==> config.mk <==
export PLATFORM = sky130hd
export DESIGN_NAME = tlb_ctrl
export DESIGN_NICKNAME = d
export VERILOG_FILES = /design/src/rtl/tlb_ctrl_pkg.sv /design/src/rtl/tlb_random_cnt.sv /design/src/rtl/tlb_ctrl.sv
export SDC_FILE = /design/constraint.sdc
export NUM_CORES = 1
export LEC_CHECK = 0
export ABC_CLOCK_PERIOD_IN_PS = 1900
export CAP_MARGIN = 40
export CORE_ASPECT_RATIO = 1.4
export CORE_MARGIN = 2
export CORE_UTILIZATION = 53
export DETAILED_ROUTE_END_ITERATION = 8
export DONT_BUFFER_PORTS = 1
export PLACE_DENSITY = 0.68
export SLEW_MARGIN = 20
export SYNTH_ARGS = -nofsm -noshare
export SYNTH_HDL_FRONTEND = slang
export SYNTH_SLANG_ARGS = --single-unit
==> constraint.sdc <==
create_clock -name clk -period 1.9 [get_ports clk]
set_clock_uncertainty 0.05 [all_clocks]
set_input_delay 0.285 -clock clk [delete_from_list [all_inputs] [get_ports clk]]
set_output_delay 0.285 -clock clk [all_outputs]
set_load 0.03 [all_outputs]
==> src/rtl/tlb_ctrl_pkg.sv <==
// Shared definitions for the TLB-management controller: TLB geometry,
// TLB op codes, FSM state encoding and EntryHi field positions.
package tlb_ctrl_pkg;

  localparam int TLBNUM = 16;
  localparam int IDX_W  = 4;

  localparam logic [1:0] TLBOP_P  = 2'b00;
  localparam logic [1:0] TLBOP_R  = 2'b01;
  localparam logic [1:0] TLBOP_WI = 2'b10;
  localparam logic [1:0] TLBOP_WR = 2'b11;

  typedef enum logic [2:0] {
    ST_IDLE    = 3'd0,
    ST_PROBE   = 3'd1,
    ST_PDONE   = 3'd2,
    ST_READ    = 3'd3,
    ST_RDONE   = 3'd4,
    ST_WRITE   = 3'd5,
    ST_REFETCH = 3'd6
  } tlb_state_e;

  localparam int EHI_VPN2_HI = 31;
  localparam int EHI_VPN2_LO = 13;
  localparam int EHI_ASID_HI = 7;
  localparam int EHI_ASID_LO = 0;

endpackage

==> src/rtl/tlb_random_cnt.sv <==
// Free-running CP0 Random counter: counts down every cycle from TLBNUM-1,
// wrapping from 0 back to TLBNUM-1. Not affected by TLB operations.
module tlb_random_cnt
  import tlb_ctrl_pkg::*;
(
  input  logic             clk,
  input  logic             reset,
  output logic [IDX_W-1:0] random
);

  localparam logic [IDX_W-1:0] TOP = IDX_W'(TLBNUM - 1);

  logic [IDX_W-1:0] cnt_q;
  logic [IDX_W-1:0] cnt_d;

  // Down-count with explicit wrap at zero.
  always_comb begin
    cnt_d = cnt_q - 1'b1;
    if (cnt_q == '0) begin
      cnt_d = TOP;
    end
  end

  // Counter register.
  always_ff @(posedge clk) begin
    if (reset) begin
      cnt_q <= TOP;
    end else begin
      cnt_q <= cnt_d;
    end
  end

  assign random = cnt_q;

endmodule

==> src/rtl/tlb_ctrl.sv <==
// TLB-management sequencer for TLBP/TLBR/TLBWI/TLBWR, search-port mux
// between data-side translation and probes, and post-write refetch.
//
// state      | meaning
// -----------+-------------------------------------------------------
// ST_IDLE    | ready for an op; search port owned by data side
// ST_PROBE   | search port driven from EntryHi; hit result captured
// ST_PDONE   | probe result written to CP0 Index; op done
// ST_READ    | TLB read port addressed by CP0 Index
// ST_RDONE   | read data written to EntryHi/EntryLo0/1; op done
// ST_WRITE   | one-cycle TLB write (Index or latched Random)
// ST_REFETCH | refetch pulse at op_pc+4; op done
module tlb_ctrl
  import tlb_ctrl_pkg::*;
(
  input  logic             clk,
  input  logic             reset,
  input  logic             op_valid,
  input  logic [1:0]       op_code,
  input  logic [31:0]      op_pc,
  input  logic             op_flush,
  output logic             op_ready,
  output logic             op_done,
  input  logic [31:0]      cp0_entryhi,
  input  logic [IDX_W-1:0] cp0_index,
  output logic             p_we,
  output logic             p_found,
  output logic [IDX_W-1:0] p_index,
  output logic             r_we,
  output logic [IDX_W-1:0] r_index,
  output logic             tlb_we,
  output logic [IDX_W-1:0] tlb_windex,
  input  logic             dl_valid,
  input  logic [18:0]      dl_vpn2,
  input  logic             dl_odd,
  input  logic [7:0]       dl_asid,
  output logic             dl_ready,
  output logic [18:0]      s1_vpn2,
  output logic             s1_odd,
  output logic [7:0]       s1_asid,
  input  logic             s1_found,
  input  logic [IDX_W-1:0] s1_index,
  output logic             refetch,
  output logic [31:0]      refetch_pc,
  output logic [IDX_W-1:0] random
);

  tlb_state_e       state_q, state_d;
  logic [31:0]      rpc_q, rpc_d;
  logic             is_wr_q, is_wr_d;
  logic [IDX_W-1:0] wr_rnd_q, wr_rnd_d;
  logic             found_q, found_d;
  logic [IDX_W-1:0] pidx_q, pidx_d;
  logic [IDX_W-1:0] ridx_q, ridx_d;
  logic             accept;

  // EntryHi bits between ASID and VPN2 and the lookup valid play no part here.
  logic unused_ok;
  assign unused_ok = ^{cp0_entryhi[EHI_VPN2_LO-1:EHI_ASID_HI+1], dl_valid};

  tlb_random_cnt u_random (
    .clk    (clk),
    .reset  (reset),
    .random (random)
  );

  assign accept = op_valid & (state_q == ST_IDLE) & ~op_flush;

  // Next-state logic and per-op latches.
  always_comb begin
    state_d  = state_q;
    rpc_d    = rpc_q;
    is_wr_d  = is_wr_q;
    wr_rnd_d = wr_rnd_q;
    found_d  = found_q;
    pidx_d   = pidx_q;
    ridx_d   = ridx_q;
    unique case (state_q)
      ST_IDLE: begin
        if (accept) begin
          rpc_d    = op_pc + 32'd4;
          is_wr_d  = (op_code == TLBOP_WR);
          wr_rnd_d = random;
          unique case (op_code)
            TLBOP_P: state_d = ST_PROBE;
            TLBOP_R: state_d = ST_READ;
            default: state_d = ST_WRITE;
          endcase
        end
      end
      ST_PROBE: begin
        found_d = s1_found;
        pidx_d  = s1_index;
        state_d = ST_PDONE;
      end
      ST_READ: begin
        ridx_d  = cp0_index;
        state_d = ST_RDONE;
      end
      ST_WRITE:   state_d = ST_REFETCH;
      ST_PDONE,
      ST_RDONE,
      ST_REFETCH: state_d = ST_IDLE;
      default:    state_d = ST_IDLE;
    endcase
  end

  // State and latch registers.
  always_ff @(posedge clk) begin
    if (reset) begin
      state_q  <= ST_IDLE;
      rpc_q    <= '0;
      is_wr_q  <= 1'b0;
      wr_rnd_q <= '0;
      found_q  <= 1'b0;
      pidx_q   <= '0;
      ridx_q   <= '0;
    end else begin
      state_q  <= state_d;
      rpc_q    <= rpc_d;
      is_wr_q  <= is_wr_d;
      wr_rnd_q <= wr_rnd_d;
      found_q  <= found_d;
      pidx_q   <= pidx_d;
      ridx_q   <= ridx_d;
    end
  end

  // State-decoded outputs and the search-port mux.
  always_comb begin
    op_ready   = (state_q == ST_IDLE);
    op_done    = 1'b0;
    p_we       = 1'b0;
    p_found    = 1'b0;
    p_index    = '0;
    r_we       = 1'b0;
    r_index    = '0;
    tlb_we     = 1'b0;
    tlb_windex = '0;
    refetch    = 1'b0;
    dl_ready   = 1'b1;
    s1_vpn2    = dl_vpn2;
    s1_odd     = dl_odd;
    s1_asid    = dl_asid;
    unique case (state_q)
      ST_PROBE: begin
        dl_ready = 1'b0;
        s1_vpn2  = cp0_entryhi[EHI_VPN2_HI:EHI_VPN2_LO];
        s1_odd   = 1'b0;
        s1_asid  = cp0_entryhi[EHI_ASID_HI:EHI_ASID_LO];
      end
      ST_PDONE: begin
        p_we    = 1'b1;
        p_found = found_q;
        p_index = pidx_q;
        op_done = 1'b1;
      end
      ST_READ: r_index = cp0_index;
      ST_RDONE: begin
        r_index = ridx_q;
        r_we    = 1'b1;
        op_done = 1'b1;
      end
      ST_WRITE: begin
        tlb_we     = 1'b1;
        tlb_windex = is_wr_q ? wr_rnd_q : cp0_index;
      end
      ST_REFETCH: begin
        refetch = 1'b1;
        op_done = 1'b1;
      end
      default: ;
    endcase
  end

  assign refetch_pc = rpc_q;

endmodule
## After elaboration in Yosys (flattened, before gate mapping)

Cells that the tools add are included.

- Flip-flop bits (word level): 53
- Input port bits: 108
- Output and inout bits: 84
- Word-level logic and storage cells: 45

- $add $sub $neg: 2
- Eq/ne operators: 9
- Mux-type cells: 17
- Bitwise logic cells: 3
- Reduce and logical (&&, ||, !) cells: 6

Operators by type and width:

| cell | count |
|---|---|
| 32-bit by 3-bit adder with 32-bit output, second input constant | 1 |
| 19-bit 2-to-1 mux | 1 |
| 4-bit 2-to-1 mux | 3 |
| 3-bit case mux with 4 select lines | 1 |
| 3-bit equality test, second input constant | 3 |
| 1-bit 2-to-1 mux | 8 |
| 8-bit 2-to-1 mux | 1 |
| 4-bit case mux with 2 select lines | 1 |
| 3-bit by 2-bit equality test with 1-bit output, second input constant | 2 |
| 3-bit case mux with 2 select lines | 1 |
| 4-bit logical NOT | 1 |
| 4-bit by 1-bit subtractor with 4-bit output, second input constant | 1 |
| 3-bit by 1-bit equality test with 1-bit output, second input constant | 1 |
| 3-bit logical NOT | 1 |
| 3-bit 2-to-1 mux | 1 |
| 3-bit OR reduction | 1 |
| 1-bit bitwise AND | 2 |
| 2-bit by 1-bit equality test with 1-bit output, second input constant | 1 |
| 2-bit equality test, second input constant | 1 |
| 2-bit logical NOT | 1 |
| 2-bit by 1-bit inequality test with 1-bit output, second input constant | 1 |
| 2-bit AND reduction | 1 |
| 2-bit OR reduction | 1 |
| 1-bit inverter | 1 |

## Logic depth before layout (Yosys ltp)

- Word-level depth: 5
- Gate-level depth with buffers: 8
- Mapped depth without buffers: 6

## Cells and area by module

From an unflattened synthesis, not the netlist that was laid out.

- Cells, all modules: 365
- Area, all modules: 3071.7 um2

By module, submodules not included:

| module | times used | cells each | area each (um2) | seq. area each (um2) |
|---|---|---|---|---|
| tlb_ctrl | 1 | 347 | 2897.8 | 980.9 |
| tlb_random_cnt | 1 | 18 | 173.9 | 80.1 |

## Worst setup path after synthesis

OpenSTA, ideal clock, no wires.

- Path type: reg-to-output
- From: reg state_q[2]
- To: out p_found
- Arrival time: 1.847 ns
- Data required time: 1.565 ns
- Slack: -0.282 ns
- Stages on the path, launching flop included: 4
- Path buffers: 1
- Cells stage by stage: dfxtp_1 > clkbuf_1 > nor3b_1 > and2_1

- Word-level cells in the longest chain between the ends: 2

RTL lines:

| what | RTL line | source |
|---|---|---|
| start: declaration | tlb_ctrl.sv:48 | `tlb_state_e state_q, state_d;` |
| start signal: assignment | tlb_ctrl.sv:119 | `state_q <= state_d;` |
| 3-bit by 2-bit equality test with 1-bit output | tlb_ctrl.sv:145 | `unique case (state_q)` |
| 1-bit 2-to-1 mux | tlb_ctrl.sv:145 |  |
| end: declaration | tlb_ctrl.sv:27 | `output logic p_found,` |

No other way between the ends.

## Final worst setup path

- From: reg state_q[2]
- To: out s1_vpn2[7]

- Word-level cells in the longest chain between the ends: 2

RTL lines:

| what | RTL line | source |
|---|---|---|
| 3-bit by 1-bit equality test with 1-bit output | tlb_ctrl.sv:145 |  |
| 19-bit 2-to-1 mux | tlb_ctrl.sv:145 |  |
| end: declaration | tlb_ctrl.sv:38 | `output logic [18:0] s1_vpn2,` |

No other way between the ends.

==> impl_metrics.env <==
export IMPL_synth_edff_count=0
export IMPL_synth_top_family_by_area="simple AND/OR/NAND/NOR gates"
export IMPL_arrival_ps=1490
export IMPL_slew_viol_final=0
export IMPL_die_x_um=68.0
export IMPL_crit_fanout=34
export IMPL_first_global_vias=2682
export IMPL_antenna_found_initial=0
export IMPL_hold_path_class="input port to flop"
export IMPL_ios=192
export IMPL_cts_buffers_inserted=5
export IMPL_grt_max_degree=50
export IMPL_busiest_layer="met2"
export IMPL_max_vdd_ir_drop_mv=0.462
export IMPL_synth_xor_area_frac=0.0808
export IMPL_ant_nets=0
export IMPL_pre_cts_slack_ps=178
export IMPL_cpMaxStageDelayCell="dfxtp_1"
export IMPL_use_met2=0.468
export IMPL_yosys_warnings=0
export IMPL_path_buf_inv=3
export IMPL_die_h_um=93.5
export IMPL_cts_tree="yes"
export IMPL_status="finished clean"
export IMPL_gp_congestion=0.806
export IMPL_timing_hold_ws_ps=20.9
export IMPL_synth_cells=413
export IMPL_max_slew_worst_pin_slew_ps=473
export IMPL_power_density_nw_per_um2=721
export IMPL_synth_async_reset_ratio=0
export IMPL_firstDrtPassIters=4
export IMPL_yosys_area_share_simple=0.357
export IMPL_critical_path_class="flop to output port"
export IMPL_synth_ff_type="dfxtp_1"
export IMPL_end_kind="output port"
export IMPL_ys_types=43
export IMPL_initial_core_util=0.549
export IMPL_max_stage_delay_ps=330
export IMPL_grt_use_met1=0.240
export IMPL_antenna_cells=0
export IMPL_critPathMostFrequentCell="nand2_1"
export IMPL_clockBufferDepth=2
export IMPL_required_ps=1560
export IMPL_use_met3=0.103
export IMPL_drt_iter0_drc=116
export IMPL_crit_chain="nor2_2 -> and2_4 -> clkinv_1 -> buf_12 -> nand2_1 -> nand2_1 -> buf_4"
export IMPL_final_fill_count=531
export IMPL_fin_ws_ps=70.6
export IMPL_synth_mux_area_frac=0.0132
export IMPL_setup_viol=0
export IMPL_syn_nets=523
export IMPL_cts_sinks=53
export IMPL_drt_total_wl_mm=7.95
export IMPL_overflow=0
export IMPL_core_area_um2=5530
export IMPL_vias_per_cell=5.63
export IMPL_track_usage=0.252
export IMPL_postCtsSetupRepairBufs=0
export IMPL_cpLargestDelayFamily="buffers and inverters"
export IMPL_die_area_um2=6360
export IMPL_hpwl_mm=6.25
export IMPL_timing_final_crit_period_ps=1830
export IMPL_portBuffers=0
export IMPL_h_tree_depth=2
export IMPL_synth_area_per_cell_um2=7.35
export IMPL_area_growth_pct=12.5
export IMPL_cts_root_buf="clkbuf_8"
export IMPL_rows=32
export IMPL_hold_violations=0
export IMPL_cts_clk_slew_worst_paths_ps=100
export IMPL_drc=0
export IMPL_finalCritPeriodShare=0.963
export IMPL_num_vias=2765
export IMPL_p_leak_nw=1.32
export IMPL_synth_seq_cells=53
export IMPL_max_slew_margin=0.684
export IMPL_clock_fmax_mhz=547
export IMPL_clk_latency_ps=310
export IMPL_wl_per_cell_um=16.2
export IMPL_startpoint_type="flop"
export IMPL_synth_compound_area_frac=0.133
export IMPL_final_util=0.618
export IMPL_synthAdderAreaFrac=0.00824
export IMPL_rsz0062_at_grt="true"
export IMPL_grt_pass1_wl_mm=12.2
export IMPL_yosysSeqAreaShare=0.350
export IMPL_netlist_area_um2=3040
export IMPL_cap_violations=0
export IMPL_drive_above_1_share=0.206
export IMPL_nets=532
## per-layer routing
layer / vias to the layer above / share of wire
met2: 120 / 0.53
met4: 0 / 0.018
met1: 1238 / 0.34
met5: - / 0
li1: 1396 / -
met3: 11 / 0.11
## stage by stage
| stage | setup TNS [ps] | total power [mW] | cells | instance area (um^2) |
|---|---|---|---|---|
| floorplan | 0 | 1.74 | 413 | 3050 |
| global placement | 0 | 1.80 | 481 | 3200 |
| detailed placement | 0 | 1.81 | 481 | 3200 |
| CTS | 0 | 2.48 | 491 | 3330 |
| global route | -151 | 2.59 | 491 | 3410 |
| finish | 0 | 2.46 | 491 | 3410 |
## layout make-up
class	instances	area, um^2	area share
Timing Repair Buffer	28	254	0.0744
Sequential cell	53	1070	0.312
Multi-Input combinational cell	328	1900	0.556
Tap cell	68	85.1	0.0249
Clock inverter	3	21.3	0.00623
Inverter	6	22.5	0.00660
Clock buffer	5	68.8	0.0202
## state kept, by name (all words and copies together), names as in the netlist
register / count
u_random.random: 4
refetch_pc: 32
pidx_q: 4
found_q: 1
wr_rnd_q: 4
ridx_q: 4
is_wr_q: 1
state_q: 3
## cells in the final DEF (no fill, tap or decap), types with 2 or more instances in the layout
cell and instances:
buf_4 23, and2_4 2, nand4_1 6, nor3b_4 2
dfxtp_1 51, nand2_1 103, nand3b_1 3, nand2b_1 2
clkbuf_8 5, buf_12 3, and2_2 3, o21ai_0 6
a211oi_1 19, a21oi_1 19, ha_1 2, a211oi_2 9
and2_1 3, and3_1 7, xor2_1 16, nand2_2 25
nor2_1 45, nand3_1 17, mux2i_1 4, nor2_2 2
inv_1 5, nor3_1 6, xnor2_1 12
## kinds of logic after synthesis
family                     count (synthesis)
and+or+nand+nor                          238
AOI/OAI and AO/OA                         56
DFF                                       53
xor gates and xnor gates                  28
adders and majority gates                  2
buffers and inverters                     32
muxes                                      4
## where the power goes
group / leakage [nW] / switching [mW] / total, mW / internal, mW
Sequential: 0.436 / 0.152 / 1.33 / 1.18
Combinational: 0.840 / 0.326 / 0.493 / 0.167
Clock: 0.0445 / 0.379 / 0.641 / 0.262
## path summary, 6_finish.rpt
path	from	endpoint	slack [ps]	depth (start not counted)
max	state_q[2]	s1_vpn2[7]	70	7
min reg2reg	pidx_q[3]	pidx_q[3]	410	2
min	reset	u_random.random[2]	20	1
max reg2reg	state_q[2]	refetch_pc[17]	300	6
## Yosys cell counts (2+ instances only)
library cell	n	share of area
nand2b_1	2	0.0041
xor2_1	16	0.046
and3_1	7	0.014
nand2_1	128	0.16
buf_4	2	0.0049
and2_1	8	0.016
mux2i_1	4	0.013
nor3b_1	2	0.0049
dfxtp_1	53	0.35
inv_1	5	0.0062
xnor2_1	12	0.035
o21ai_0	6	0.0099
a211oi_1	19	0.047
nand3_1	17	0.028
nor2_1	47	0.058
buf_6	4	0.015
clkbuf_1	11	0.014
nand3b_1	3	0.0074
a21oi_1	19	0.031
nand4_1	6	0.012
nor3_1	6	0.0099
buf_2	6	0.0099
ha_1	2	0.0082
a211oi_2	9	0.037
## timing repair
item	CTS	global route
hold buffers	2	0
endpoints found under the setup margin	32	37
gates resized for setup	5	32
hold endpoints to repair	49	0
Note: power is estimated with default switching activity, not from simulation.
